[config.mk]
export PLATFORM = sky130hd
export DESIGN_NAME = datapath_sequencer
export DESIGN_NICKNAME = d
export VERILOG_FILES = /design/src/rtl/datapath_sequencer.sv
export SDC_FILE = /design/constraint.sdc
export NUM_CORES = 1
export LEC_CHECK = 0
export BUFFER_PORTS_ARGS = -buffer_cell sky130_fd_sc_hd__buf_4
export CAP_MARGIN = 15
export CORE_ASPECT_RATIO = 0.7
export CORE_MARGIN = 10
export CORE_UTILIZATION = 35
export DETAILED_ROUTE_END_ITERATION = 16
export GPL_ROUTABILITY_DRIVEN = 1
export HOLD_SLACK_MARGIN = 0.06
export MAX_ROUTING_LAYER = met4
export PLACE_DENSITY = 0.82
export RECOVER_POWER = 50
export SLEW_MARGIN = 5
export SYNTH_ARGS = -nofsm -noshare
export SYNTH_HDL_FRONTEND = slang
export SYNTH_SLANG_ARGS = --single-unit
[constraint.sdc]
create_clock -name clk -period 4.2 [get_ports clk]
set_input_delay 0.84 -clock clk [delete_from_list [all_inputs] [get_ports clk]]
set_output_delay 0.84 -clock clk [all_outputs]
set_load 0.1 [all_outputs]
[src/rtl/datapath_sequencer.sv]
// Multi-cycle fetch/decode/execute controller for the phase-1 datapath.
// Sole bus master: drives the one-hot bus select plus all register load enables.
module datapath_sequencer #(
    parameter logic [4:0] OPC_ALU_MAX = 5'd12,
    parameter logic [4:0] OPC_MUL     = 5'd15,
    parameter logic [4:0] OPC_DIV     = 5'd16
) (
    input  logic        clk,
    input  logic        clr,
    input  logic        run,
    input  logic        mem_ready,
    input  logic [31:0] ir,
    output logic [31:0] bus_select,
    output logic [15:0] reg_enable,
    output logic        y_enable,
    output logic        z_enable,
    output logic        hi_enable,
    output logic        lo_enable,
    output logic        pc_enable,
    output logic        ir_enable,
    output logic        mar_enable,
    output logic        mdr_enable,
    output logic        mdr_read,
    output logic        inc_pc,
    output logic [4:0]  alu_op,
    output logic        busy,
    output logic        done,
    output logic        illegal
);

    typedef enum logic [2:0] {
        IDLE, T0, T1, T2, T3, T4, T5, T6
    } state_t;

    state_t state, state_next;

    logic [4:0] opc_q;
    logic [3:0] ra_q, rb_q, rc_q;

    logic [4:0] ir_opc;
    logic [3:0] ir_rb;
    logic       ir_legal;
    logic       ir_muldiv;
    logic       opc_muldiv;
    logic       unused_ir_bits;

    assign ir_opc         = ir[31:27];
    assign ir_rb          = ir[22:19];
    assign ir_muldiv      = (ir_opc == OPC_MUL) || (ir_opc == OPC_DIV);
    assign ir_legal       = (ir_opc <= OPC_ALU_MAX) || ir_muldiv;
    assign opc_muldiv     = (opc_q == OPC_MUL) || (opc_q == OPC_DIV);
    assign unused_ir_bits = ^ir[14:0];

    always_ff @(posedge clk or negedge clr) begin
        if (!clr) begin
            state <= IDLE;
        end else begin
            state <= state_next;
        end
    end

    // IR only becomes valid in T3, so the fields are captured there for T4..T6.
    always_ff @(posedge clk or negedge clr) begin
        if (!clr) begin
            opc_q <= '0;
            ra_q  <= '0;
            rb_q  <= '0;
            rc_q  <= '0;
        end else if (state == T3) begin
            opc_q <= ir[31:27];
            ra_q  <= ir[26:23];
            rb_q  <= ir[22:19];
            rc_q  <= ir[18:15];
        end
    end

    always_comb begin
        state_next = state;
        bus_select = '0;
        reg_enable = '0;
        y_enable   = 1'b0;
        z_enable   = 1'b0;
        hi_enable  = 1'b0;
        lo_enable  = 1'b0;
        pc_enable  = 1'b0;
        ir_enable  = 1'b0;
        mar_enable = 1'b0;
        mdr_enable = 1'b0;
        mdr_read   = 1'b0;
        inc_pc     = 1'b0;
        alu_op     = '0;
        busy       = (state != IDLE);
        done       = 1'b0;
        illegal    = 1'b0;

        case (state)
            IDLE: begin
                if (run) state_next = T0;
            end
            T0: begin
                bus_select[20] = 1'b1;
                mar_enable     = 1'b1;
                inc_pc         = 1'b1;
                z_enable       = 1'b1;
                state_next     = T1;
            end
            // PC is reloaded from Z on every wait cycle; harmless because Z is unchanged.
            T1: begin
                bus_select[19] = 1'b1;
                pc_enable      = 1'b1;
                mdr_read       = 1'b1;
                mdr_enable     = mem_ready;
                if (mem_ready) state_next = T2;
            end
            T2: begin
                bus_select[21] = 1'b1;
                ir_enable      = 1'b1;
                state_next     = T3;
            end
            T3: begin
                if (!ir_legal) begin
                    illegal    = 1'b1;
                    state_next = run ? T0 : IDLE;
                end else if (ir_opc == 5'd0) begin
                    done       = 1'b1;
                    state_next = run ? T0 : IDLE;
                end else begin
                    bus_select = 32'd1 << ir_rb;
                    y_enable   = 1'b1;
                    state_next = T4;
                end
            end
            T4: begin
                bus_select = 32'd1 << rc_q;
                alu_op     = opc_q;
                z_enable   = 1'b1;
                state_next = T5;
            end
            T5: begin
                bus_select[19] = 1'b1;
                if (opc_muldiv) begin
                    lo_enable  = 1'b1;
                    state_next = T6;
                end else begin
                    reg_enable = 16'd1 << ra_q;
                    done       = 1'b1;
                    state_next = run ? T0 : IDLE;
                end
            end
            T6: begin
                bus_select[18] = 1'b1;
                hi_enable      = 1'b1;
                done           = 1'b1;
                state_next     = run ? T0 : IDLE;
            end
            default: state_next = IDLE;
        endcase
    end

endmodule

==> flow_summary.json, run 1 <==
{
  "drt-vias-per-instance": 5.05,
  "synth_warnings": 0,
  "drive_gt1_frac": 0.355,
  "synthDistinctLibCells": 37,
  "fmax_ghz": 0.275,
  "regToRegSetupSlack_ns": 2.10,
  "fp-row-count": 19,
  "setup_tns_ns": 0,
  "die_h_um": 73.5,
  "synth_flop_cell": "dfrtp_1",
  "endpoint_kind": "output pin",
  "grt_pass1_wl_um": 7110,
  "ys_async_sr_fraction": 1.00,
  "cp.depth": 6,
  "reg2reg_to": "ra_q[3]",
  "ys_seq_elements": 16,
  "power.leakage_nw": 0.871,
  "clock_path_buffers": 2,
  "finalNetCount": 279,
  "post-dp-hpwl_um": 3700,
  "worstRegToRegCells": 3,
  "place.gp.congestion": 0.840,
  "drc": 0,
  "crit_family": "simple AND/OR/NAND/NOR gates",
  "fin_skew_ns": 0.00737,
  "insertion_delay_ns": 0.25,
  "dp_slack_ns": 0.853,
  "vdd_drop_max_mv": 0.429,
  "combPwrFrac": 0.659,
  "firstDrtPassIters": 4,
  "core_region_area_mm2": 0.00392,
  "die_x_um": 96.4,
  "path_clk_slew_ns": 0.07,
  "clock-sinks": 16,
  "diodes": 0,
  "synth-edff-count": 0,
  "worstPathCellList": "clkbuf_1, nor3_1, mux2i_1, nand3_1, o22ai_1, buf_4",
  "path_max_fanout": 18,
  "power_mw": 1.47,
  "hp-class": "flop to flop",
  "dp_cells": 290,
  "post-synth-top-count-cell": "nor2_1",
  "vias": 1484,
  "swShare": 0.638,
  "ant_nets": 0,
  "wirelength_um": 4580,
  "slowest_stage": "nand3_1",
  "cp.arrival_ns": 2.80,
  "worst_pin_slew_ns": 1.19,
  "grt_pass1_vias": 1410,
  "seq_area_frac_synth": 0.280,
  "p_seq_frac": 0.246,
  "wire_per_inst_um": 15.6,
  "cts_tree": "yes",
  "grt_start_max_net_pins": 19,
  "endpoint": "bus_select[14]",
  "status": "complete, no violations",
  "p_clk_frac": 0.094,
  "synth_top_cell_area_share": 0.280,
  "period_share": 0.866,
  "synth_common_cells": "nor2_1, buf_4, dfrtp_1, nand2_1, mux2_2",
  "synthTopCellsByArea": "dfrtp_1, mux2_2, buf_4, nor2_1, o22ai_1",
  "drv.max_cap_violation_count": 0,
  "cts_resized": 0,
  "synth_area_mm2": 0.00143,
  "cpPeakStageDelay_ns": 0.51,
  "critPathBufInv": 2,
  "critPathLaunchType": "input port",
  "worst_slack_ns": 0.563,
  "cts_setup_buffers": 0,
  "fp.dieArea_mm2": 0.00708,
  "htreeDepth": 1,
  "power_density_mw_per_mm2": 766,
  "slew_violations": 0,
  "relSlewSlack": 0.207,
  "io_pins": 102,
  "path_class": "input port to output pin",
  "syn_area_per_cell_um2": 8.16,
  "syn_to_final_growth_pct": 34.1,
  "holdBufCountCts": 0,
  "cts_buffers": 3,
  "utilization": 0.488,
  "cp.required_ns": 3.36,
  "finalCriticalPeriod_ns": 3.64,
  "reg2reg_from": "state[2]",
  "antenna_found_initial": 0,
  "fill_cells": 428,
  "setup_viol": 0,
  "io_buffers": 74,
  "switchingPower_mw": 0.935,
  "synth_cells": 175,
  "initial_core_util": 0.364,
  "hp-start": "opc_q[4]",
  "final_cells": 294,
  "drt-initial-drc-count": 99,
  "root_buffer": "clkbuf_8",
  "internal-power_mw": 0.532,
  "grt_setup_unrepaired": "no",
  "final-hold-violation-count": 0,
  "overflow": 0,
  "grtUsageTotal": 0.127,
  "yosysTopAreaCell": "dfrtp_1",
  "crit_start": "ir[27]"
}
## kinds of logic after synthesis
family,after synthesis,synth area share
AND/OR/NAND/NOR,92,0.354
buffers and inverters,26,0.130
AO/OA/AOI/OAI,25,0.117
flip-flops,16,0.280
multiplexers,15,0.116
other,1,0.00262
## registers in the layout, summed over array words and instances, names as in the netlist
name and flops:
opc_q 5, ra_q 4, rc_q 4, state 3
## worst min-delay path by stage
stage          endpoint  cells past startpoint  slack, ns
4_1_cts         rc_q[3]                      1       0.44
5_1_grt        opc_q[1]                      1       0.60
2_1_floorplan  opc_q[1]                      1       0.51
3_5_place_dp   opc_q[4]                      1       0.54
3_3_place_gp   opc_q[4]                      1       0.53
6_report       opc_q[4]                      1       0.55
## power groups by stage
| stage | Clock [mW] | Combinational [mW] | Sequential [mW] |
|---|---|---|---|
| floorplan | 0 | 0.918 | 0.307 |
| global placement | 0 | 1.01 | 0.360 |
| detailed placement | 0 | 1.02 | 0.369 |
| CTS | 0.142 | 1.02 | 0.366 |
| global route | 0.153 | 1.01 | 0.384 |
| finish | 0.138 | 0.967 | 0.361 |
## metrics by stage
stage | cell area, um2 | hold WS, ns
floorplan | 1480 | 0.510
global placement | 1930 | 0.534
detailed placement | 1930 | 0.541
CTS | 1980 | 0.439
global route | 1920 | 0.596
finish | 1920 | 0.552
## layer usage
| metal | GRT usage | vias up | routed length [um] |
|---|---|---|---|
| met2 | 0.214 | 62 | 2220 |
| met4 | 0.0145 | 0 | 9 |
| met5 | - | - | 0 |
| met3 | 0.0468 | 3 | 415 |
| met1 | 0.147 | 684 | 1940 |
| li1 | - | 735 | - |
## cell usage in the layout (no fill, tap or decap), types with 3 or more instances in the layout
cell / instances
a21oi_1: 3
and2_1: 3
and2_2: 3
buf_4: 61
clkbuf_1: 14
clkbuf_8: 4
conb_1: 12
dfrtp_1: 16
inv_1: 3
mux2_2: 13
nand2_1: 15
nand2b_1: 6
nand3_1: 12
nand4b_1: 5
nor2_1: 23
nor2b_1: 4
nor3_1: 5
o21ai_0: 3
o22ai_1: 12
## area by class of cell
cell class	instances	area, um2	share of cell area
tap	52	65.1	0.0340
timing repair buffer	75	510	0.266
multi-input combinational	144	873	0.456
inverter	3	11.3	0.00588
sequential	16	400	0.209
clock buffer	4	55.1	0.0287
(Power assumes the default switching activity.)
==> inputs of run 2 (changes only) <==
--- a/config.mk
+++ b/config.mk
@@ -14,7 +14,7 @@
 export GPL_ROUTABILITY_DRIVEN = 1
 export HOLD_SLACK_MARGIN = 0.06
 export MAX_ROUTING_LAYER = met4
-export PLACE_DENSITY = 0.82
+export PLACE_DENSITY_LB_ADDON = 0.2
 export RECOVER_POWER = 50
 export SLEW_MARGIN = 5
 export SYNTH_ARGS = -nofsm -noshare
==> run 2 against run 1 <==
Compared with the run above: critical path depth did not move; design area did not move; via count rose by 0.27%; combinational power barely moved; largest power group unchanged.
==> flow_summary.json, run 2 (synthesis gave the netlist of run 1 again) <==
{
  "swShare": 0.636,
  "fill_cells": 386,
  "p_clk_frac": 0.092,
  "critPathLaunchType": "input port",
  "path_max_fanout": 18,
  "ant_nets": 0,
  "root_buffer": "clkbuf_8",
  "die_x_um": 96.4,
  "utilization": 0.488,
  "vias": 1488,
  "p_seq_frac": 0.245,
  "combPwrFrac": 0.663,
  "grtUsageTotal": 0.122,
  "drt-vias-per-instance": 5.06,
  "initial_core_util": 0.364,
  "grt_start_max_net_pins": 19,
  "cp.arrival_ns": 2.77,
  "overflow": 0,
  "setup_viol": 0,
  "internal-power_mw": 0.531,
  "dp_cells": 290,
  "period_share": 0.861,
  "post-dp-hpwl_um": 3670,
  "cp.required_ns": 3.36,
  "path_class": "input port to output pin",
  "finalCriticalPeriod_ns": 3.61,
  "holdBufCountCts": 0,
  "slew_violations": 0,
  "grt_setup_unrepaired": "no",
  "endpoint_kind": "output pin",
  "fp.dieArea_mm2": 0.00708,
  "htreeDepth": 1,
  "firstDrtPassIters": 4,
  "grt_pass1_wl_um": 6870,
  "drc": 0,
  "insertion_delay_ns": 0.25,
  "clock-sinks": 16,
  "cts_resized": 0,
  "status": "complete, no violations",
  "power_mw": 1.46,
  "multi_input_area_um2": 873,
  "drv.max_cap_violation_count": 0,
  "regMostFlops": "opc_q",
  "io_pins": 102,
  "regArea_um2": 400,
  "clock_path_buffers": 2,
  "cts_tree": "yes",
  "worst_pin_slew_ns": 1.18,
  "top_regs": "opc_q x5, ra_q x4, rc_q x4",
  "layout_commonest_cell": "buf_4",
  "relSlewSlack": 0.215,
  "fp-row-count": 19,
  "finalNetCount": 279,
  "core_region_area_mm2": 0.00392,
  "wirelength_um": 4440,
  "syn_to_final_growth_pct": 34.1,
  "place.gp.congestion": 0.796,
  "power.leakage_nw": 0.871,
  "drt-initial-drc-count": 113,
  "diodes": 0,
  "antenna_found_initial": 0,
  "wire_per_inst_um": 15.1,
  "largest_reg_flops": 5,
  "drive_gt1_frac": 0.355,
  "die_h_um": 73.5,
  "fin_skew_ns": 0.00360,
  "fmax_ghz": 0.277,
  "power_density_mw_per_mm2": 763,
  "setup_tns_ns": 0,
  "switchingPower_mw": 0.930,
  "cts_setup_buffers": 0,
  "io_buffers": 74,
  "cts_buffers": 3,
  "final_cell_mix": "buf_4, nor2_1, dfrtp_1",
  "final_cells": 294,
  "grt_pass1_vias": 1378,
  "hp-class": "flop to flop",
  "final-hold-violation-count": 0,
  "path_clk_slew_ns": 0.06,
  "vdd_drop_max_mv": 0.832
}
-- run 2: cell counts in the layout (fill, tap and decap cells not counted) --
No cell type changed its count.
-- run 2: worst max-delay path, stage by stage --
cell and delay [ns]:
clkbuf_1 0.14, nor3_1 0.32, mux2i_1 0.27, nand3_1 0.50, o22ai_1 0.36, buf_4 0.33
-- run 2: power by group through the flow --
stage	registers, mW	logic [mW]	clock network (mW)
finish	0.358	0.969	0.134
global route	0.382	1.02	0.144
CTS	0.361	1.02	0.138
detailed placement	0.365	1.02	0
global placement	0.362	1.02	0
floorplan	0.307	0.918	0
-- run 2: final cells by class --
cell class,instances,area share
inverters,3,0.00588
repair buffers,75,0.266
well taps,52,0.0340
multi-input cells,144,0.456
clock buffers,4,0.0287
flip-flops and latches,16,0.209
-- run 2: final timing paths --
path / startpoint / to / slack [ns] / depth (start not counted)
max in group asynchronous: clr / opc_q[1] / 2.98 / 1
worst min register to register: opc_q[1] / opc_q[1] / 0.56 / 1
worst min-delay path: opc_q[1] / opc_q[1] / 0.56 / 1
min in group asynchronous: clr / rc_q[2] / 0.68 / 1
worst max register to register: state[2] / opc_q[2] / 2.17 / 3
worst max-delay path: ir[27] / bus_select[14] / 0.59 / 6
-- run 2: stage by stage --
step	setup slack (ns)	instance area, um2	hold WS (ns)
5_1_grt	0.450	1920	0.577
3_5_place_dp	0.827	1930	0.541
6_report	0.585	1920	0.555
3_3_place_gp	0.825	1930	0.531
4_1_cts	0.822	1980	0.446
2_1_floorplan	0.153	1480	0.510
-- run 2: metal layers --
layer  part of all wire  wire length [um]  GRT usage
met1               0.45              2020      0.161
met2               0.46              2040      0.185
met3              0.080               357     0.0356
met4             0.0056                25     0.0145
met5                  0                 0          -
==> inputs of run 3 (changes only) <==
--- a/config.mk
+++ b/config.mk
@@ -15,7 +15,6 @@
 export HOLD_SLACK_MARGIN = 0.06
 export MAX_ROUTING_LAYER = met4
 export PLACE_DENSITY_LB_ADDON = 0.2
-export RECOVER_POWER = 50
 export SLEW_MARGIN = 5
 export SYNTH_ARGS = -nofsm -noshare
 export SYNTH_HDL_FRONTEND = slang
==> run 3 against run 2 <==
Compared with the run above: routed wire length grew 0.68%; critical path type unchanged; clock skew is 0.00091 ns lower; clock power barely moved; highest routed layer unchanged.
==> flow_summary.json, run 3 (synthesis gave the netlist of run 1 again) <==
{
  "switchingPower_mw": 0.937,
  "clock_path_buffers": 2,
  "grt_pass1_wl_um": 6870,
  "setup_tns_ns": 0,
  "wire_per_inst_um": 15.2,
  "final_cell_mix": "buf_4, nor2_1, dfrtp_1",
  "fin_skew_ns": 0.00268,
  "power.leakage_nw": 0.930,
  "finalCriticalPeriod_ns": 3.37,
  "drv.max_cap_violation_count": 0,
  "syn_to_final_growth_pct": 38.9,
  "fp.dieArea_mm2": 0.00708,
  "wirelength_um": 4470,
  "dp_cells": 290,
  "overflow": 0,
  "drive_gt1_frac": 0.421,
  "initial_core_util": 0.364,
  "period_share": 0.802,
  "largest_reg_flops": 5,
  "slew_violations": 0,
  "p_clk_frac": 0.089,
  "die_h_um": 73.5,
  "cts_buffers": 3,
  "clock-sinks": 16,
  "placed_area_mm2": 0.00193,
  "cts_resized": 0,
  "cts_tree": "yes",
  "final-hold-violation-count": 0,
  "regArea_um2": 400,
  "finalNetCount": 279,
  "setup_viol": 0,
  "insertion_delay_ns": 0.25,
  "drt-vias-per-instance": 5.05,
  "drc": 0,
  "grtUsageTotal": 0.122,
  "p_seq_frac": 0.239,
  "fmax_ghz": 0.297,
  "cts_setup_buffers": 0,
  "fill_cells": 373,
  "power_density_mw_per_mm2": 764,
  "io_buffers": 74,
  "endpoint_kind": "output pin",
  "fp-row-count": 19,
  "worst_pin_slew_ns": 0.573,
  "final_cells": 294,
  "holdBufCountCts": 0,
  "layout_commonest_cell": "buf_4",
  "die_x_um": 96.4,
  "critPathLaunchType": "input port",
  "combPwrFrac": 0.673,
  "path_class": "input port to output pin",
  "fin_area_mm2": 0.00198,
  "grt_start_max_net_pins": 19,
  "regMostFlops": "opc_q",
  "path_max_fanout": 18,
  "relSlewSlack": 0.607,
  "diodes": 0,
  "internal-power_mw": 0.579,
  "hp-class": "input port to async pin",
  "swShare": 0.618,
  "firstDrtPassIters": 4,
  "vias": 1484,
  "top_regs": "opc_q x5, ra_q x4, rc_q x4",
  "path_clk_slew_ns": 0.06,
  "core_region_area_mm2": 0.00392,
  "cp.required_ns": 3.36,
  "grt_pass1_vias": 1378,
  "post-dp-hpwl_um": 3670,
  "place.gp.congestion": 0.796,
  "io_pins": 102,
  "antenna_found_initial": 0,
  "vdd_drop_max_mv": 0.911,
  "grt_setup_unrepaired": "no",
  "htreeDepth": 1,
  "drt-initial-drc-count": 136,
  "multi_input_area_um2": 890,
  "cp.arrival_ns": 2.53,
  "ant_nets": 0,
  "root_buffer": "clkbuf_8",
  "status": "complete, no violations"
}
-- run 3: cell types whose count changed in the layout (fill, tap and decap cells not counted) --
cell      change
buf_4        +14
clkbuf_1     -14
nand3_1       -1
nand3_2       +1
nor3b_1       -1
nor3b_4       +1
-- run 3: metal layers --
layer,track usage,part of all wire
met1,0.161,0.45
met2,0.185,0.45
met3,0.0356,0.097
met4,0.0145,0.0056
met5,-,0
-- run 3: final timing paths --
path	slack (ns)	from	cells after the start	endpoint
max	0.83	ir[27]	6	bus_select[14]
min	0.44	clr	1	rc_q[2]
max reg2reg	2.62	state[2]	3	opc_q[2]
min reg2reg	0.55	opc_q[1]	1	opc_q[1]
max in group asynchronous	3.58	clr	1	opc_q[1]
min in group clk	0.55	opc_q[1]	1	opc_q[1]
-- run 3: area by class of cell --
class,count,share of cell area
inverter,3,0.00567
sequential,16,0.202
tap,52,0.0328
clock buffer,4,0.0277
timing repair buffer,75,0.284
multi-input combinational,144,0.448
-- run 3: per-stage QoR --
step	total power, mW	setup slack [ns]	util	hold slack (ns)
after floorplan	1.22	0.153	-	0.510
after global placement	1.38	0.825	0.492	0.531
after detailed placement	1.39	0.827	0.492	0.541
after CTS	1.52	0.822	0.506	0.446
after global routing	1.60	0.733	0.506	0.445
final	1.52	0.831	0.506	0.441
-- run 3: critical path, cell delays in order --
cell and delay, ns:
buf_4 0.13, nor3_1 0.30, mux2i_1 0.30, nand3_2 0.34, o22ai_1 0.29, buf_4 0.32
-- run 3: power groups by stage --
stage / Clock, mW / Sequential (mW) / Combinational, mW
3_5_place_dp: 0 / 0.365 / 1.02
3_3_place_gp: 0 / 0.362 / 1.02
6_report: 0.135 / 0.362 / 1.02
2_1_floorplan: 0 / 0.307 / 0.918
4_1_cts: 0.138 / 0.361 / 1.02
5_1_grt: 0.144 / 0.387 / 1.07
